`src/rtl/sprite_motion_ctrl.sv`:
```
// sprite_motion_ctrl: owns NUM_SPRITES sprite positions for the draw controller.
// Sprite 0 follows the buttons and clamps at the bounds. Sprites 1..N-1 move on
// their own. A respawn request places every sprite at an LFSR-random position,
// one sprite per cycle. Motion is paced by an internal game-tick enable.
// Build option: define SPRITE_WRAP_EN to make autonomous sprites wrap around
// the play field instead of bouncing off its edges.
// Parameters must satisfy X_MIN + 64*(NUM_SPRITES-1) <= X_MAX and COORD_W <= 16.
`timescale 1ns/1ps
module sprite_motion_ctrl #(
  parameter int NUM_SPRITES = 2,
  parameter int COORD_W     = 11,
  parameter int STEP        = 2,
  parameter int X_MIN       = 10,
  parameter int X_MAX       = 1380,
  parameter int Y_MIN       = 10,
  parameter int Y_MAX       = 840,
  parameter int TICK_DIV    = 3333334
) (
  input  logic                           clk,
  input  logic                           rst,
  input  logic [4:0]                     btn,
  output logic [NUM_SPRITES*COORD_W-1:0] pos_x,
  output logic [NUM_SPRITES*COORD_W-1:0] pos_y,
  output logic                           game_tick,
  output logic                           spawn_busy,
  output logic                           spawn_done
);

  localparam int CW1 = COORD_W + 1;
  localparam int TW  = $clog2(TICK_DIV);
  localparam int IW  = (NUM_SPRITES > 1) ? $clog2(NUM_SPRITES) : 1;

  localparam logic [CW1-1:0] XMN = CW1'(X_MIN);
  localparam logic [CW1-1:0] XMX = CW1'(X_MAX);
  localparam logic [CW1-1:0] YMN = CW1'(Y_MIN);
  localparam logic [CW1-1:0] YMX = CW1'(Y_MAX);
  localparam logic [CW1-1:0] STP = CW1'(STEP);
  localparam logic [TW-1:0]  TICK_LAST = TW'(TICK_DIV - 1);
  localparam logic [IW-1:0]  IDX_LAST  = IW'(NUM_SPRITES - 1);

  typedef enum logic [1:0] {S_RUN, S_SPAWN, S_DONE} state_t;

  state_t               state;
  logic [IW-1:0]        idx;
  logic [TW-1:0]        tick_cnt;
  logic [4:0]           btn_p0, btn_p1;
  logic                 btn0_d, spawn_req;
  logic [15:0]          lx [NUM_SPRITES];
  logic [15:0]          ly [NUM_SPRITES];
  logic [COORD_W-1:0]   px [NUM_SPRITES];
  logic [COORD_W-1:0]   py [NUM_SPRITES];
  logic [NUM_SPRITES-1:0] dxf, dyf;
  logic [COORD_W:0]     ax [NUM_SPRITES];
  logic [COORD_W:0]     ay [NUM_SPRITES];
  logic [COORD_W-1:0]   s0_x, s0_y;

  function automatic logic [15:0] nz(input logic [15:0] s);
    return (s == 16'h0000) ? 16'h0001 : s;
  endfunction

  function automatic logic [15:0] seed_x(input int i);
    logic [31:0] m;
    m = i * 32'h1F35;
    return nz(16'hACE1 ^ m[15:0]);
  endfunction

  function automatic logic [15:0] seed_y(input int i);
    logic [31:0] m;
    m = i * 32'h2B47;
    return nz(16'hBEEF ^ m[15:0]);
  endfunction

  // Fold the LFSR offset into [0, mx-mn]: one subtraction, then saturate.
  function automatic logic [COORD_W-1:0] rand_pos(input logic [15:0] l,
                                                  input logic [CW1-1:0] mn,
                                                  input logic [CW1-1:0] mx);
    logic [CW1-1:0] off, r, s;
    off = {1'b0, l[COORD_W-1:0]};
    r   = mx - mn;
    if (off > r) off = off - (r + 1'b1);
    if (off > r) off = r;
    s = mn + off;
    return s[COORD_W-1:0];
  endfunction

  function automatic logic [CW1-1:0] dec_sat(input logic [CW1-1:0] p, input logic [CW1-1:0] mn);
    return (p < mn + STP) ? mn : p - STP;
  endfunction

  function automatic logic [CW1-1:0] inc_sat(input logic [CW1-1:0] p, input logic [CW1-1:0] mx);
    return (p + STP > mx) ? mx : p + STP;
  endfunction

  // Button-driven axis move; an opposing pair held together cancels.
  function automatic logic [COORD_W-1:0] move0(input logic [COORD_W-1:0] p, input logic dn,
                                               input logic up, input logic [CW1-1:0] mn,
                                               input logic [CW1-1:0] mx);
    logic [CW1-1:0] q;
    q = {1'b0, p};
    if (dn && !up)      q = dec_sat(q, mn);
    else if (up && !dn) q = inc_sat(q, mx);
    return q[COORD_W-1:0];
  endfunction

  // Autonomous axis move; returns {new direction, new position}.
  function automatic logic [COORD_W:0] step_auto(input logic [COORD_W-1:0] p, input logic d,
                                                 input logic [CW1-1:0] mn,
                                                 input logic [CW1-1:0] mx);
    logic [CW1-1:0] q;
    logic           nd;
    nd = d;
    q  = {1'b0, p};
    if (d) begin
      if (q + STP > mx) begin
`ifdef SPRITE_WRAP_EN
        q = mn;
`else
        q  = mx;
        nd = 1'b0;
`endif
      end else begin
        q = q + STP;
      end
    end else begin
      if (q < mn + STP) begin
`ifdef SPRITE_WRAP_EN
        q = mx;
`else
        q  = mn;
        nd = 1'b1;
`endif
      end else begin
        q = q - STP;
      end
    end
    return {nd, q[COORD_W-1:0]};
  endfunction

  assign game_tick = (tick_cnt == TICK_LAST);

  // Button synchroniser and registered respawn rising-edge detector.
  always_ff @(posedge clk or posedge rst) begin
    if (rst) begin
      btn_p0    <= '0;
      btn_p1    <= '0;
      btn0_d    <= 1'b0;
      spawn_req <= 1'b0;
    end else begin
      btn_p0    <= btn;
      btn_p1    <= btn_p0;
      btn0_d    <= btn_p1[0];
      spawn_req <= btn_p1[0] & ~btn0_d;
    end
  end

  // Game-tick divider, free running regardless of FSM state.
  always_ff @(posedge clk or posedge rst) begin
    if (rst)                       tick_cnt <= '0;
    else if (tick_cnt == TICK_LAST) tick_cnt <= '0;
    else                           tick_cnt <= tick_cnt + 1'b1;
  end

  // Per-sprite LFSR pairs, shifting every clock.
  always_ff @(posedge clk or posedge rst) begin
    if (rst) begin
      for (int i = 0; i < NUM_SPRITES; i++) begin
        lx[i] <= seed_x(i);
        ly[i] <= seed_y(i);
      end
    end else begin
      for (int i = 0; i < NUM_SPRITES; i++) begin
        lx[i] <= {lx[i][14:0], lx[i][15] ^ lx[i][13] ^ lx[i][12] ^ lx[i][10]};
        ly[i] <= {ly[i][14:0], ly[i][15] ^ ly[i][14] ^ ly[i][13] ^ ly[i][11]};
      end
    end
  end

  // Next-tick candidates for every sprite.
  always_comb begin
    s0_x = move0(px[0], btn_p1[2], btn_p1[3], XMN, XMX);
    s0_y = move0(py[0], btn_p1[1], btn_p1[4], YMN, YMX);
    for (int i = 0; i < NUM_SPRITES; i++) begin
      ax[i] = step_auto(px[i], dxf[i], XMN, XMX);
      ay[i] = step_auto(py[i], dyf[i], YMN, YMX);
    end
  end

  // Run/respawn FSM together with the position and direction registers.
  always_ff @(posedge clk or posedge rst) begin
    if (rst) begin
      state      <= S_RUN;
      idx        <= '0;
      spawn_busy <= 1'b0;
      spawn_done <= 1'b0;
      dxf        <= '1;
      dyf        <= '1;
      for (int i = 0; i < NUM_SPRITES; i++) begin
        px[i] <= COORD_W'(X_MIN + 64 * i);
        py[i] <= COORD_W'(Y_MIN);
      end
    end else begin
      spawn_done <= 1'b0;
      case (state)
        S_RUN: begin
          if (game_tick) begin
            px[0] <= s0_x;
            py[0] <= s0_y;
            for (int i = 1; i < NUM_SPRITES; i++) begin
              {dxf[i], px[i]} <= ax[i];
              {dyf[i], py[i]} <= ay[i];
            end
          end
          if (spawn_req) begin
            state      <= S_SPAWN;
            idx        <= '0;
            spawn_busy <= 1'b1;
          end
        end
        S_SPAWN: begin
          px[idx] <= rand_pos(lx[idx], XMN, XMX);
          py[idx] <= rand_pos(ly[idx], YMN, YMX);
          if (idx == IDX_LAST) begin
            state      <= S_DONE;
            spawn_done <= 1'b1;
          end else begin
            idx <= idx + 1'b1;
          end
        end
        S_DONE: begin
          state      <= S_RUN;
          spawn_busy <= 1'b0;
        end
        default: begin
          state      <= S_RUN;
          spawn_busy <= 1'b0;
        end
      endcase
    end
  end

  // Pack sprite registers onto the flat output buses.
  always_comb begin
    pos_x = '0;
    pos_y = '0;
    for (int i = 0; i < NUM_SPRITES; i++) begin
      pos_x[i*COORD_W +: COORD_W] = px[i];
      pos_y[i*COORD_W +: COORD_W] = py[i];
    end
  end

endmodule

```
`config.mk`:
```
export PLATFORM = sky130hd
export DESIGN_NAME = sprite_motion_ctrl
export DESIGN_NICKNAME = d
export VERILOG_FILES = /design/src/rtl/sprite_motion_ctrl.sv
export SDC_FILE = /design/constraint.sdc
export NUM_CORES = 1
export LEC_CHECK = 0
export BUFFER_PORTS_ARGS = -buffer_cell sky130_fd_sc_hd__buf_2
export CORE_ASPECT_RATIO = 0.7
export CORE_MARGIN = 2
export CORE_UTILIZATION = 50
export CTS_CLUSTER_SIZE = 24
export DETAILED_ROUTE_END_ITERATION = 6
export PLACE_DENSITY_LB_ADDON = 0.15
export SKIP_CTS_REPAIR_TIMING = 1
export SLEW_MARGIN = 10
export SYNTH_ARGS = -nofsm -noshare
export SYNTH_HDL_FRONTEND = slang
export SYNTH_SLANG_ARGS = --single-unit
```
`constraint.sdc`:
```
create_clock -name clk -period 10.6 [get_ports clk]
set_input_delay 2.65 -clock clk [delete_from_list [all_inputs] [get_ports clk]]
set_output_delay 2.65 -clock clk [all_outputs]
set_load 0.005 [all_outputs]
```
# Yosys cells after proc, flatten, opt, wreduce, memory -nomap -nowiden
# Index checks and enable logic that the tools add are counted.
# classes
n_bitwise	16
n_eq_ne	7
n_lt_le_gt_ge	14
n_mux	53
n_reduce_logical	18
n_addsub	14
# ops
cell	n
11-bit 2-to-1 mux	25
22-bit one-hot mux with 2 select lines	2
22-bit 2-to-1 mux	3
11-bit by 2-bit adder with 12-bit output, second input constant	4
12-bit 2-to-1 mux	4
22-bit bitwise mux	2
11-bit by 4-bit less-than comparator with 1-bit output, second input constant	4
11-bit by 2-bit subtractor with 11-bit output, second input constant	4
12-bit by 10-bit > comparator with 1-bit output, second input constant	3
12-bit by 11-bit > comparator with 1-bit output, second input constant	3
22-bit by 1-bit adder with 22-bit output, second input constant	1
4-bit by 11-bit adder with 11-bit output, first input constant	2
22-bit equality test, second input constant	1
11-bit by 10-bit subtractor with 12-bit output, second input constant	1
11-bit by 11-bit subtractor with 12-bit output, second input constant	1
1-bit XOR	12
11-bit demux with 1-bit select	1
11-bit by 10-bit > comparator with 1-bit output, second input constant	1
11-bit > comparator, second input constant	1
1-bit 2-to-1 mux	11
2-bit AND reduction	5
2-bit != test, second input constant	3
3-bit != test, second input constant	2
3-bit AND reduction	2
other kinds (14)	24
# totals
register_bits	149
out_inout_bits	47
input_bits	7

# Logic depth before layout (Yosys ltp)
# Gate-level depths: netlist of the first run.
# depth
ltp_word	13
mapped_depth	21

# Least setup slack after synthesis of the first run
# No wires, ideal clock.
# synth_timing
kind	reg-to-reg
from	register idx
to	register py, in the netlist pos_y[7]
period_less_slack_ns	4.277
path_buffers	6
path_stages_with_launch	21
setup_ns	0.131
arrival_time_ns	4.146
setup_slack_ns	6.323
required_ns	10.469
path_cell_list	dfrtp_1 > buf_6 > buf_4 > buf_6 > buf_2 > mux2_2 > ha_1 > a21bo_2 > a311oi_4 > buf_6 > a21oi_1 > o22ai_1 > o21ai_1 > a21o_1 > buf_6 > or2_2 > ha_1 > o2111a_1 > xnor2_1 > nor3_1 > or3_1
# synth_between
elab_chain_len	13
elab_cells_between_ends	19
# synth_rtl
item	line_no	text
start, declared	44	logic [IW-1:0] idx;
start signal, assigned	226	idx <= idx + 1'b1;
1-bit NOT with 2-bit output (not written as such) (*)	221	py[idx] <= rand_pos(ly[idx], YMN, YMX);
11-bit 2-to-1 mux (not written as such) (3 in a row)	221	
11-bit by 10-bit subtractor with 12-bit output or 11-bit by 10-bit > comparator with 1-bit output (tied branches)	80	if (off > r) off = off - (r + 1'b1);
12-bit 2-to-1 mux	80	
12-bit 2-to-1 mux	203	case (state)
12-bit by 10-bit > comparator with 1-bit output	81	if (off > r) off = r;
11-bit 2-to-1 mux	81	
11-bit 2-to-1 mux	203	
4-bit by 11-bit adder with 11-bit output	82	s = mn + off;
22-bit bitwise mux (*)	221	
22-bit one-hot mux with 2 select lines (*)	203	
end signal, assigned by index	199	py[i] <= COORD_W'(Y_MIN);
end signal, assigned by index	210	{dyf[i], py[i]} <= ay[i];
end signal, assigned by index	221	
end, declared	51	logic [COORD_W-1:0] py [NUM_SPRITES];
# Every way passes the cells marked *; elsewhere a longest branch is shown, timed or not. The select of a mux whose other input is x is not followed.
# A chain may end at the register's enable or synchronous reset.

# Worst setup path in the final report of the first run
# layout_timing
from	register idx
to	register px, in the netlist pos_x[7]
# layout_between
elab_chain_len	13
elab_cells_between_ends	19
# layout_rtl
item	line_no	text
1-bit NOT with 2-bit output (not written as such) (*)	220	px[idx] <= rand_pos(lx[idx], XMN, XMX);
11-bit 2-to-1 mux (not written as such) (3 in a row)	220	
11-bit by 11-bit subtractor with 12-bit output or 11-bit > comparator (tied branches)	80	
12-bit 2-to-1 mux	80	
12-bit 2-to-1 mux	203	
12-bit by 11-bit > comparator with 1-bit output	81	
11-bit 2-to-1 mux	81	
11-bit 2-to-1 mux	203	
4-bit by 11-bit adder with 11-bit output	82	
22-bit bitwise mux (*)	220	
22-bit one-hot mux with 2 select lines (*)	203	
end signal, assigned by index	198	px[i] <= COORD_W'(X_MIN + 64 * i);
end signal, assigned by index	209	{dxf[i], px[i]} <= ax[i];
end signal, assigned by index	220	
end, declared	50	logic [COORD_W-1:0] px [NUM_SPRITES];
# Marked as above.

==> results by group, run 1 <==
Die
  • Die ar.: between 20,000 and 25,000 um2
  • Ports: 54
  • Die height: between 100 and 150 um
  • Die width: about 170 um
  • Core region area: a little under 20,000 um2
  • Rows: between 40 and 50
  • Initial core utilization: 0.507

Clock network
  • Total CTS buffers: 17
  • Root Buffer: clkbuf_16
  • CTS Buffer Depth: 2
  • # clock sinks: 149
  • Clock Pin Slew Worst Setup and Hold Paths: ~70 ps
  • Worst skew pair latency: 430 ps
  • CTS tree: done
  • H-Tree Depth: 4

Yosys
  • Synth Net Count: 1,151
  • Number of flops mapped to enable cells by yosys: 0
  • Synth Area in Simple Gates: 0.217
  • Asr flop ratio synth: 1.00
  • Synthesized cell area: 9990 um2
  • Yosys warning count: 0
  • FF+latch count, synth: around 150
  • Compound-cell area share of the yosys netlist: 0.229
  • Synth Area in XOR/XNOR: 0.0629
  • Mux share of post-synthesis cell area: 0.0398
  • Main combinational cell family by area after synthesis: compound AO/OA/AOI/OAI gates
  • Synth Instances: roughly 1,100
  • Cell variety after synth: between 90 and 100
  • Ys flop type: dfrtp_1
  • Syn Area/Cell: 8.88 um2
  • Seq/Total Area, Yosys: 0.379
  • Post-synthesis adder-cell area fraction: 0.0238

Critical path
  • Critical path class: reg2reg
  • Crit path max fanout: 41
  • Slowest-stage cell, CP: dfrtp_2
  • Worst stage delay on the critical path: between 500 and 600 ps
  • CP Capture Type: flip-flop
  • Crit path arrival time: between 5000 and 6000 ps
  • Crit path required time: about 11,000 ps
  • Critical path cell sequence: buf_4, mux2i_1, inv_1, ha_1, inv_1, a22oi_1, nor2_1, o21ai_0, or4_1, o311ai_1, a41o_1, nand2b_1, ha_1, o2111ai_1, xnor2_1, nor3b_1, or3_1
  • Critical Path Start Type: flip-flop

Pwr
  • VDD IR max: 125 uV
  • Static leakage: roughly 4.4 nW
  • Pwr/cell area: ~200 nW/um2

Global route
  • Vias in the first global route: ~7,600
  • Initial antenna violation count: 0
  • Wire length of the first global-routing pass: 42.4 mm
  • Largest net degree at the start of global routing: 85
  • Overflow after GRT: 0
  • Total Routing Usage GR: 0.252

Final layout
  • Final Instance Area: about 11,000 um2
  • Share of cells above drive strength 1: 0.171
  • # diodes: 0
  • Layout fillers: between 1,500 and 2,000
  • Area grow syn2layout: 9.26%
  • # nets final: around 1,200

Timing
  • Min cycle time layout: 5070 ps
  • Setup violators final: 0
  • RSZ-0062 raised after global routing: no
  • Slew headroom: 0.173
  • Number of max-slew violations in the final report: 0
  • Worst-Margin Slew: approximately 1200 ps
  • Final Hold Viols: 0
  • Sum Neg Setup Slack: 0 ps
  • Skew final: about 8 ps
  • Final period util: 0.478
  • Fmax: 197 MHz

Detailed routing
  • Final WL: about 27 mm
  • DR iter-0 viols: around 900
  • DR WL/cell: between 15 and 20 um
  • DRC viols: 0
  • Via count: a little under 9,000
  • DR pass1 iterations: 5
  • Via density: around 6.2
  • Post-route ant nets: 0

Status
  • Status: complete, no violations

Placed design
  • I/O Buffers: 53
  • Placer Congestion: approximately 0.88
  • HPWL after detailed placement: 18.8 mm
  • DP Area: roughly 10,000 um2

Hold path
  • Hold Path Class: reg2reg

Job
  • Max_cap viols: 0
==> per-layer routing <==
layer / global-route usage / routed length (um) / vias up
li1: - / - / 4178
met1: 0.416 / 14000 / 4188
met2: 0.330 / 10400 / 374
met3: 0.0477 / 1920 / 22
met4: 0.0572 / 221 / 0
met5: 0 / 0 / -
==> layout make-up <==
| type | instances | area [um2] | share of cell area |
|---|---|---|---|
| Multi-Input combinational cell | 866 | 5730 | 0.525 |
| Sequential cell | 149 | 3790 | 0.347 |
| Clock buffer | 20 | 457 | 0.0419 |
| Tap cell | 270 | 338 | 0.0310 |
| Timing Repair Buffer | 60 | 318 | 0.0291 |
| Inverter | 40 | 155 | 0.0142 |
| Clock inverter | 12 | 121 | 0.0111 |
==> metrics by stage <==
| step | hold slack (ps) | total power [mW] | utilization | std cells | setup WS (ps) |
|---|---|---|---|---|---|
| after global placement | 332 | 1.54 | 0.525 | 1385 | 5860 |
| after global routing | 356 | 2.27 | 0.554 | 1417 | 5300 |
| final | 348 | 2.14 | 0.554 | 1417 | 5530 |
| after detailed placement | 335 | 1.54 | 0.525 | 1385 | 5640 |
| after CTS | 349 | 2.14 | 0.554 | 1417 | 5620 |
| after floorplan | 331 | 1.34 | - | 1125 | 4020 |
==> path summary, 6_finish.rpt <==
kind / startpoint / end / slack [ps] / depth (start not counted)
setup / recovery: idx / pos_x[7] / 5530 / 17
hold / removal: btn_p0[3] / btn_p1[3] / 350 / 0
setup reg to reg: idx / pos_x[7] / 5530 / 17
hold reg to reg: btn_p0[3] / btn_p1[3] / 350 / 0
max in group asynchronous: rst / lx[14] / 6970 / 3
min in group asynchronous: rst / tick_cnt[2] / 2370 / 2
==> flip-flops by register name, summed over array words and instances, names as in the netlist, 2 cells and up <==
name,cells
tick_cnt,22
ly,32
pos_y,22
lx,32
btn_p0,5
state,2
btn_p1,5
pos_x,22
==> synthesized netlist by cell type (all sizes together) (16+ instances only) <==
master | number | area share
a21oi | 63 | 0.033
nand3 | 47 | 0.026
o31ai | 17 | 0.013
nor2 | 98 | 0.037
ha | 19 | 0.024
buf | 17 | 0.013
o21ai | 65 | 0.033
clkbuf | 53 | 0.020
nor3 | 39 | 0.020
a211oi | 18 | 0.016
inv | 40 | 0.015
dfstp | 48 | 0.13
a31oi | 19 | 0.012
nand2 | 93 | 0.035
xnor2 | 48 | 0.044
xor2 | 22 | 0.019
nand3b | 16 | 0.012
dfrtp | 101 | 0.25
mux2i | 25 | 0.027
==> layout by cell type (no fill, tap or decap), types with 12 or more instances in the layout <==
cell,n
dfrtp_1,100
nor2_1,98
nand2_1,93
a21oi_1,61
o21ai_0,61
buf_2,53
dfstp_2,48
xnor2_1,46
nand3_1,44
nor3_1,39
inv_1,39
xor2_1,22
mux2i_1,21
a31oi_1,19
ha_1,19
o31ai_1,17
clkbuf_16,17
nand3b_1,16
nand2b_1,15
a211oi_1,14
nor4_1,13
o22ai_1,12
nand4_1,12
==> power breakdown <==
part	switching, mW	leakage [nW]	internal (mW)
registers	0.180	1.82	0.641
clock network	0.252	0.276	0.339
logic	0.436	2.30	0.292
total	0.868	4.39	1.27
==> logic make-up after synthesis <==
logic type | Yosys count
muxes | 36
buffers and inverters | 110
and+or+nand+nor | 418
AOI/OAI and AO/OA | 323
adders and majority gates | 19
DFF | 149
xor gates and xnor gates | 70
==> critical path: cells and delay by family (launching register included) <==
kind                       cells  cell delay (ps)
and+or+nand+nor                5             1450
DFF                            1              590
AOI/OAI and AO/OA              5             1020
muxes                          1              530
adders and majority gates      2              480
xor gates and xnor gates       1              190
buffers and inverters          3              670
No activity file was read; power rests on OpenSTA's default activity.
==> run 2: changes to the inputs <==
==> constraint.sdc (replaced) <==
create_clock -name clk -period 5.2 [get_ports clk]
set_input_delay 1.3 -clock clk [delete_from_list [all_inputs] [get_ports clk]]
set_output_delay 1.3 -clock clk [all_outputs]
set_load 0.005 [all_outputs]
==> results by group, run 2 (synthesis results as in run 1) <==
Status
  • Status: complete, no violations (unchanged)

Pwr
  • Sw frac: 0.400 (was 0.406)
  • Static leakage: 4.41 nW (was 4.39 nW)
  • Clock share of power: 0.274 (was 0.277)
  • Switching Power: 1.75 mW (was 0.868 mW)
  • Comb pwr share: 0.342 (was 0.340)
  • Cell-internal power: 2.62 mW (was 1.27 mW)
  • Pwr/cell area: 399 nW/um2 (was 196 nW/um2)
  • Final Power: 4.37 mW (was 2.14 mW)
  • Power share of the sequential group: 0.384 (about the same)
  • VDD IR max: 234 uV (was 125 uV)

Placed design
  • I/O Buffers: 53 (unchanged)
  • Placed Cells: 1,388 (was 1,385)
  • HPWL after detailed placement: 18.5 mm (was 18.8 mm)
  • Placer Congestion: 0.931 (was 0.876)

Clock network
  • CTS tree: done (unchanged)
  • Worst skew pair latency: 430 ps (about the same)
  • Root Buffer: clkbuf_16 (unchanged)
  • H-Tree Depth: 4 (unchanged)
  • CTS Buffer Depth: 2 (unchanged)
  • # clock sinks: 149 (unchanged)
  • Clock Pin Slew Worst Setup and Hold Paths: 60 ps (was 70 ps)
  • Total CTS buffers: 17 (unchanged)

Critical path
  • CP startpoint: idx (unchanged)
  • Crit path max fanout: 43 (was 41)
  • Slowest-stage cell, CP: dfrtp_2 (unchanged)
  • CP delay by family, top: simple AND/OR/NAND/NOR gates (unchanged)
  • Critical path cell sequence: buf_12, mux2i_1, inv_1, ha_1, inv_1, a22oi_1, nor2_1, o21ai_0, or4_1, o311ai_1, a41o_1, nand2b_1, ha_1, o2111ai_1, xnor2_1, nor3b_1, or3_1 (was buf_4, mux2i_1, inv_1, ha_1, inv_1, a22oi_1, nor2_1, o21ai_0, or4_1, o311ai_1, a41o_1, nand2b_1, ha_1, o2111ai_1, xnor2_1, nor3b_1, or3_1)
  • WP buf/inv: 3 (unchanged)
  • Worst stage delay on the critical path: 610 ps (was 590 ps)
  • WP depth: 17 (unchanged)
  • Reg2Reg Depth: 17 (unchanged)
  • Worst reg2reg startpoint: idx (unchanged)
  • Worst R2R Setup Slack: 370 ps (was 5530 ps)
  • Crit path required time: 5510 ps (was 10,910 ps)
  • Critical path class: reg2reg (unchanged)
  • CP Capture Type: flip-flop (unchanged)
  • Critical Path Start Type: flip-flop (unchanged)
  • FF-to-FF End: pos_x[7] (unchanged)
  • Crit path arrival time: 5140 ps (was 5380 ps)
  • CP endpoint: pos_x[7] (unchanged)

Final layout
  • Regs by FF count: lx (32), ly (32) (unchanged)
  • # diodes: 0 (unchanged)
  • Non-Filler Instances: 1,420 (was 1,417)
  • Area grow syn2layout: 9.63% (was 9.26%)
  • Most frequent cells in the layout: dfrtp_1, nor2_1, nand2_1 (unchanged)
  • # nets final: 1,163 (was 1,160)
  • Layout fillers: 1,757 (was 1,792)
  • Share of cells above drive strength 1: 0.170 (was 0.171)
  • Leading cell type in the layout, fill and taps excluded: dfrtp_1 (unchanged)

Detailed routing
  • Post-route ant nets: 0 (unchanged)
  • Via count: 8,865 (was 8,762)
  • DR pass1 iterations: 6 (was 5)
  • Final WL: 26.2 mm (was 26.6 mm)
  • Via density: 6.24 (was 6.18)
  • DR WL/cell: 18.4 um (was 18.7 um)
  • DRC viols: 0 (unchanged)
  • DR iter-0 viols: 1,289 (was 881)

Global route
  • Wire length of the first global-routing pass: 42.0 mm (was 42.4 mm)
  • Initial antenna violation count: 0 (unchanged)
  • Overflow after GRT: 0 (unchanged)
  • Largest net degree at the start of global routing: 66 (was 85)
  • Vias in the first global route: 7,751 (was 7,646)
  • Total Routing Usage GR: 0.249 (was 0.252)

Timing
  • Setup violators final: 0 (unchanged)
  • Slew headroom: 0.365 (was 0.173)
  • Skew final: 13.5 ps (was 7.98 ps)
  • Final period util: 0.929 (was 0.478)
  • Number of max-slew violations in the final report: 0 (unchanged)
  • RSZ-0062 raised after global routing: no (unchanged)
  • Sum Neg Setup Slack: 0 ps (unchanged)
  • Final Hold Viols: 0 (unchanged)
  • Fmax: 207 MHz (was 197 MHz)
  • Min cycle time layout: 4830 ps (was 5070 ps)
  • Worst-Margin Slew: 951 ps (was 1240 ps)

Die
  • Die ar.: 21,100 um2 (unchanged)
  • Die width: 173 um (unchanged)
  • Core region area: 19,700 um2 (unchanged)
  • Ports: 54 (unchanged)
  • Initial core utilization: 0.507 (unchanged)
  • Die height: 122 um (unchanged)
  • Rows: 43 (unchanged)

Hold path
  • Hold Path Class: reg2reg (unchanged)

Job
  • Max_cap viols: 0 (unchanged)
-- run 2: layout make-up --
cell class | instances | area, um2 | share of cell area
multi-input cells | 866 | 5730 | 0.524
flip-flops and latches | 149 | 3790 | 0.346
repair buffers | 63 | 365 | 0.0334
clock inverters | 11 | 129 | 0.0118
clock buffers | 21 | 440 | 0.0402
inverters | 40 | 154 | 0.0141
well taps | 270 | 338 | 0.0309
-- run 2: per-layer routing --
layer  global-route usage  vias to the layer above  wire (um)
met4               0.0683                        0        416
li1                     -                     4185          -
met2                0.343                      438      10600
met3               0.0607                       42       2440
met5                    0                        -          0
met1                0.386                     4200      12700
-- run 2: worst min-delay path by stage --
stage	start	endpoint	slack [ps]	depth (start not counted)
3_3_place_gp	lx[11]	lx[12]	330	0
5_1_grt	ly[28]	ly[29]	350	0
2_1_floorplan	btn_p0[0]	btn_p1[0]	330	0
6_report	lx[11]	lx[12]	350	0
3_5_place_dp	lx[11]	lx[12]	340	0
4_1_cts	lx[11]	lx[12]	350	0
-- run 2: through the flow --
stage                     setup slack, ps  utilization  hold WS, ps  cell area, um2
after floorplan                       923            -          331            9990
after global placement                737        0.527          334           10400
after detailed placement              534        0.527          337           10400
after CTS                             428        0.556          351           10900
after global routing                 42.4        0.556          355           10900
final                                 370        0.556          352           10900
-- run 2: worst reg2reg max path, stage by stage, from the launching register on --
cell and delay (ps):
dfrtp_2 610, buf_12 290, mux2i_1 500, inv_1 90
ha_1 220, inv_1 90, a22oi_1 140, nor2_1 210
o21ai_0 200, or4_1 520, o311ai_1 110, a41o_1 450
nand2b_1 210, ha_1 250, o2111ai_1 180, xnor2_1 190
nor3b_1 150, or3_1 310
-- run 2: power groups by stage --
stage / combinational, mW / clock [mW] / sequential, mW
3_3_place_gp: 1.46 / 0 / 1.68
5_1_grt: 1.65 / 1.28 / 1.71
2_1_floorplan: 1.30 / 0 / 1.43
4_1_cts: 1.47 / 1.23 / 1.66
3_5_place_dp: 1.46 / 0 / 1.68
6_report: 1.50 / 1.20 / 1.68
==> run 3: changes to the inputs <==
--- a/config.mk
+++ b/config.mk
@@ -9,7 +9,6 @@
 export CORE_ASPECT_RATIO = 0.7
 export CORE_MARGIN = 2
 export CORE_UTILIZATION = 50
-export CTS_CLUSTER_SIZE = 24
 export DETAILED_ROUTE_END_ITERATION = 6
 export PLACE_DENSITY_LB_ADDON = 0.15
 export SKIP_CTS_REPAIR_TIMING = 1
==> constraint.sdc (replaced) <==
create_clock -name clk -period 4.5 [get_ports clk]
set_input_delay 1.125 -clock clk [delete_from_list [all_inputs] [get_ports clk]]
set_output_delay 1.125 -clock clk [all_outputs]
set_load 0.005 [all_outputs]
==> results by group, run 3 (synthesis results as in run 1) <==
Final layout
  • Non-Filler Instances: 1,427 (was 1,420)
  • # diodes: 0 (unchanged)
  • Share of cells above drive strength 1: 0.179 (was 0.170)
  • Most frequent cells in the layout: dfrtp_1, nor2_1, nand2_1 (unchanged)
  • Leading cell type in the layout, fill and taps excluded: dfrtp_1 (unchanged)
  • Regs by FF count: lx (32), ly (32) (unchanged)
  • Layout fillers: 1,773 (was 1,757)
  • # nets final: 1,170 (was 1,163)
  • Area grow syn2layout: 11.3% (was 9.63%)

Job
  • Max_cap viols: 0 (unchanged)

Detailed routing
  • Via density: 6.22 (was 6.24)
  • DR pass1 iterations: 6 (unchanged)
  • Final WL: 26.0 mm (was 26.2 mm)
  • DR iter-0 viols: 1,173 (was 1,289)
  • DR WL/cell: 18.3 um (was 18.4 um)
  • Post-route ant nets: 0 (unchanged)
  • DRC viols: 0 (unchanged)
  • Via count: 8,873 (was 8,865)

Clock network
  • Total CTS buffers: 17 (unchanged)
  • CTS tree: done (unchanged)
  • Worst skew pair latency: 430 ps (about the same)
  • # clock sinks: 149 (unchanged)
  • H-Tree Depth: 4 (unchanged)
  • Root Buffer: clkbuf_16 (unchanged)
  • Clock Pin Slew Worst Setup and Hold Paths: 60 ps (about the same)
  • CTS Buffer Depth: 2 (unchanged)

Critical path
  • Slowest-stage cell, CP: dfrtp_2 (unchanged)
  • Crit path max fanout: 15 (was 43)
  • Crit path arrival time: 4510 ps (was 5140 ps)
  • Worst stage delay on the critical path: 560 ps (was 610 ps)
  • Critical path cell sequence: mux2i_2, ha_1, a21bo_2, a311o_1, a2bb2oi_1, nor3_1, a21o_1, or2_2, ha_1, o2111a_1, xnor2_1, nor3_1, or3_1 (was buf_12, mux2i_1, inv_1, ha_1, inv_1, a22oi_1, nor2_1, o21ai_0, or4_1, o311ai_1, a41o_1, nand2b_1, ha_1, o2111ai_1, xnor2_1, nor3b_1, or3_1)
  • Crit path required time: 4800 ps (was 5510 ps)
  • Critical path class: reg2reg (unchanged)
  • Critical Path Start Type: flip-flop (unchanged)
  • CP Capture Type: flip-flop (unchanged)

Die
  • Rows: 43 (unchanged)
  • Die ar.: 21,100 um2 (unchanged)
  • Core region area: 19,700 um2 (unchanged)
  • Die width: 173 um (unchanged)
  • Initial core utilization: 0.507 (unchanged)
  • Die height: 122 um (unchanged)
  • Ports: 54 (unchanged)

Global route
  • Largest net degree at the start of global routing: 150 (was 66)
  • Initial antenna violation count: 0 (unchanged)
  • Total Routing Usage GR: 0.251 (was 0.249)
  • Wire length of the first global-routing pass: 42.2 mm (was 42.0 mm)
  • Overflow after GRT: 0 (unchanged)
  • Vias in the first global route: 7,765 (was 7,751)

Timing
  • RSZ-0062 raised after global routing: no (unchanged)
  • Fmax: 238 MHz (was 207 MHz)
  • Slew headroom: 0.180 (was 0.365)
  • Skew final: 8.28 ps (was 13.5 ps)
  • Final Hold Viols: 0 (unchanged)
  • Min cycle time layout: 4210 ps (was 4830 ps)
  • Worst-Margin Slew: 1230 ps (was 951 ps)
  • Final period util: 0.935 (was 0.929)
  • Sum Neg Setup Slack: 0 ps (unchanged)
  • Setup violators final: 0 (unchanged)
  • Number of max-slew violations in the final report: 0 (unchanged)

Pwr
  • Static leakage: 4.51 nW (was 4.41 nW)
  • VDD IR max: 275 uV (was 234 uV)
  • Pwr/cell area: 477 nW/um2 (was 399 nW/um2)

Status
  • Status: complete, no violations (unchanged)

Placed design
  • HPWL after detailed placement: 18.6 mm (was 18.5 mm)
  • Placer Congestion: 0.934 (was 0.931)
  • Placed Cells: 1,395 (was 1,388)
  • I/O Buffers: 53 (unchanged)

Hold path
  • Hold Path Class: reg2reg (unchanged)
-- run 3: changes by cell type in the layout (fill, tap and decap cells not counted), moves of 2 or more --
cell,before,now
bufinv_16,2,6
clkinv_4,4,1
clkbuf_1,4,2
inv_6,1,3
clkinvlp_4,3,1
buf_4,8,16
-- run 3: power by group --
group | leakage [nW] | switching [mW] | internal [mW]
Clock | 0.329 | 0.577 | 1.06
Sequential | 1.82 | 0.412 | 1.51
Combinational | 2.36 | 1.02 | 0.716
-- run 3: per-layer routing --
layer | part of all wire | wire length (um) | GRT usage | vias up
met5 | 0 | 0 | 0 | -
met4 | 0.019 | 497 | 0.0832 | 0
met3 | 0.067 | 1750 | 0.0542 | 44
met2 | 0.40 | 10400 | 0.333 | 352
met1 | 0.51 | 13400 | 0.398 | 4289
li1 | - | - | - | 4188
-- run 3: final cells by class --
class	instances	area (um2)	area share
Sequential cell	149	3790	0.341
Tap cell	270	338	0.0304
Inverter	40	154	0.0139
Multi-Input combinational cell	866	5750	0.518
Timing Repair Buffer	70	405	0.0365
Clock inverter	12	225	0.0203
Clock buffer	20	447	0.0402
-- run 3: critical path: cells and delay by family (launching register included) --
family                     cells  cell delay, ps
AOI/OAI and AO/OA              5            1600
xor gates and xnor gates       1             220
adders and majority gates      2             440
DFF                            1             560
muxes                          1             410
and+or+nand+nor                4             860
-- run 3: metrics by stage --
step / utilization / power [mW] / cell area (um2) / setup WS (ps) / hold WS, ps
after global placement: 0.529 / 3.64 / 10400 / 463 / 332
after global routing: 0.564 / 5.62 / 11100 / 19.3 / 352
after floorplan: - / 3.15 / 9990 / 223 / 331
final: 0.564 / 5.30 / 11100 / 293 / 349
after detailed placement: 0.529 / 3.63 / 10400 / 258 / 336
after CTS: 0.563 / 5.29 / 11100 / 260 / 350
-- run 3: worst paths after layout --
| kind | startpoint | end | slack (ps) | depth (start not counted) |
|---|---|---|---|---|
| worst max-delay path | idx | pos_y[7] | 290 | 13 |
| worst min-delay path | btn_p0[4] | btn_p1[4] | 350 | 0 |
| worst max register to register | idx | pos_y[7] | 290 | 13 |
| worst min register to register | btn_p0[4] | btn_p1[4] | 350 | 0 |
| max in group asynchronous | rst | pos_x[4] | 2990 | 3 |
| min in group asynchronous | rst | lx[0] | 910 | 3 |
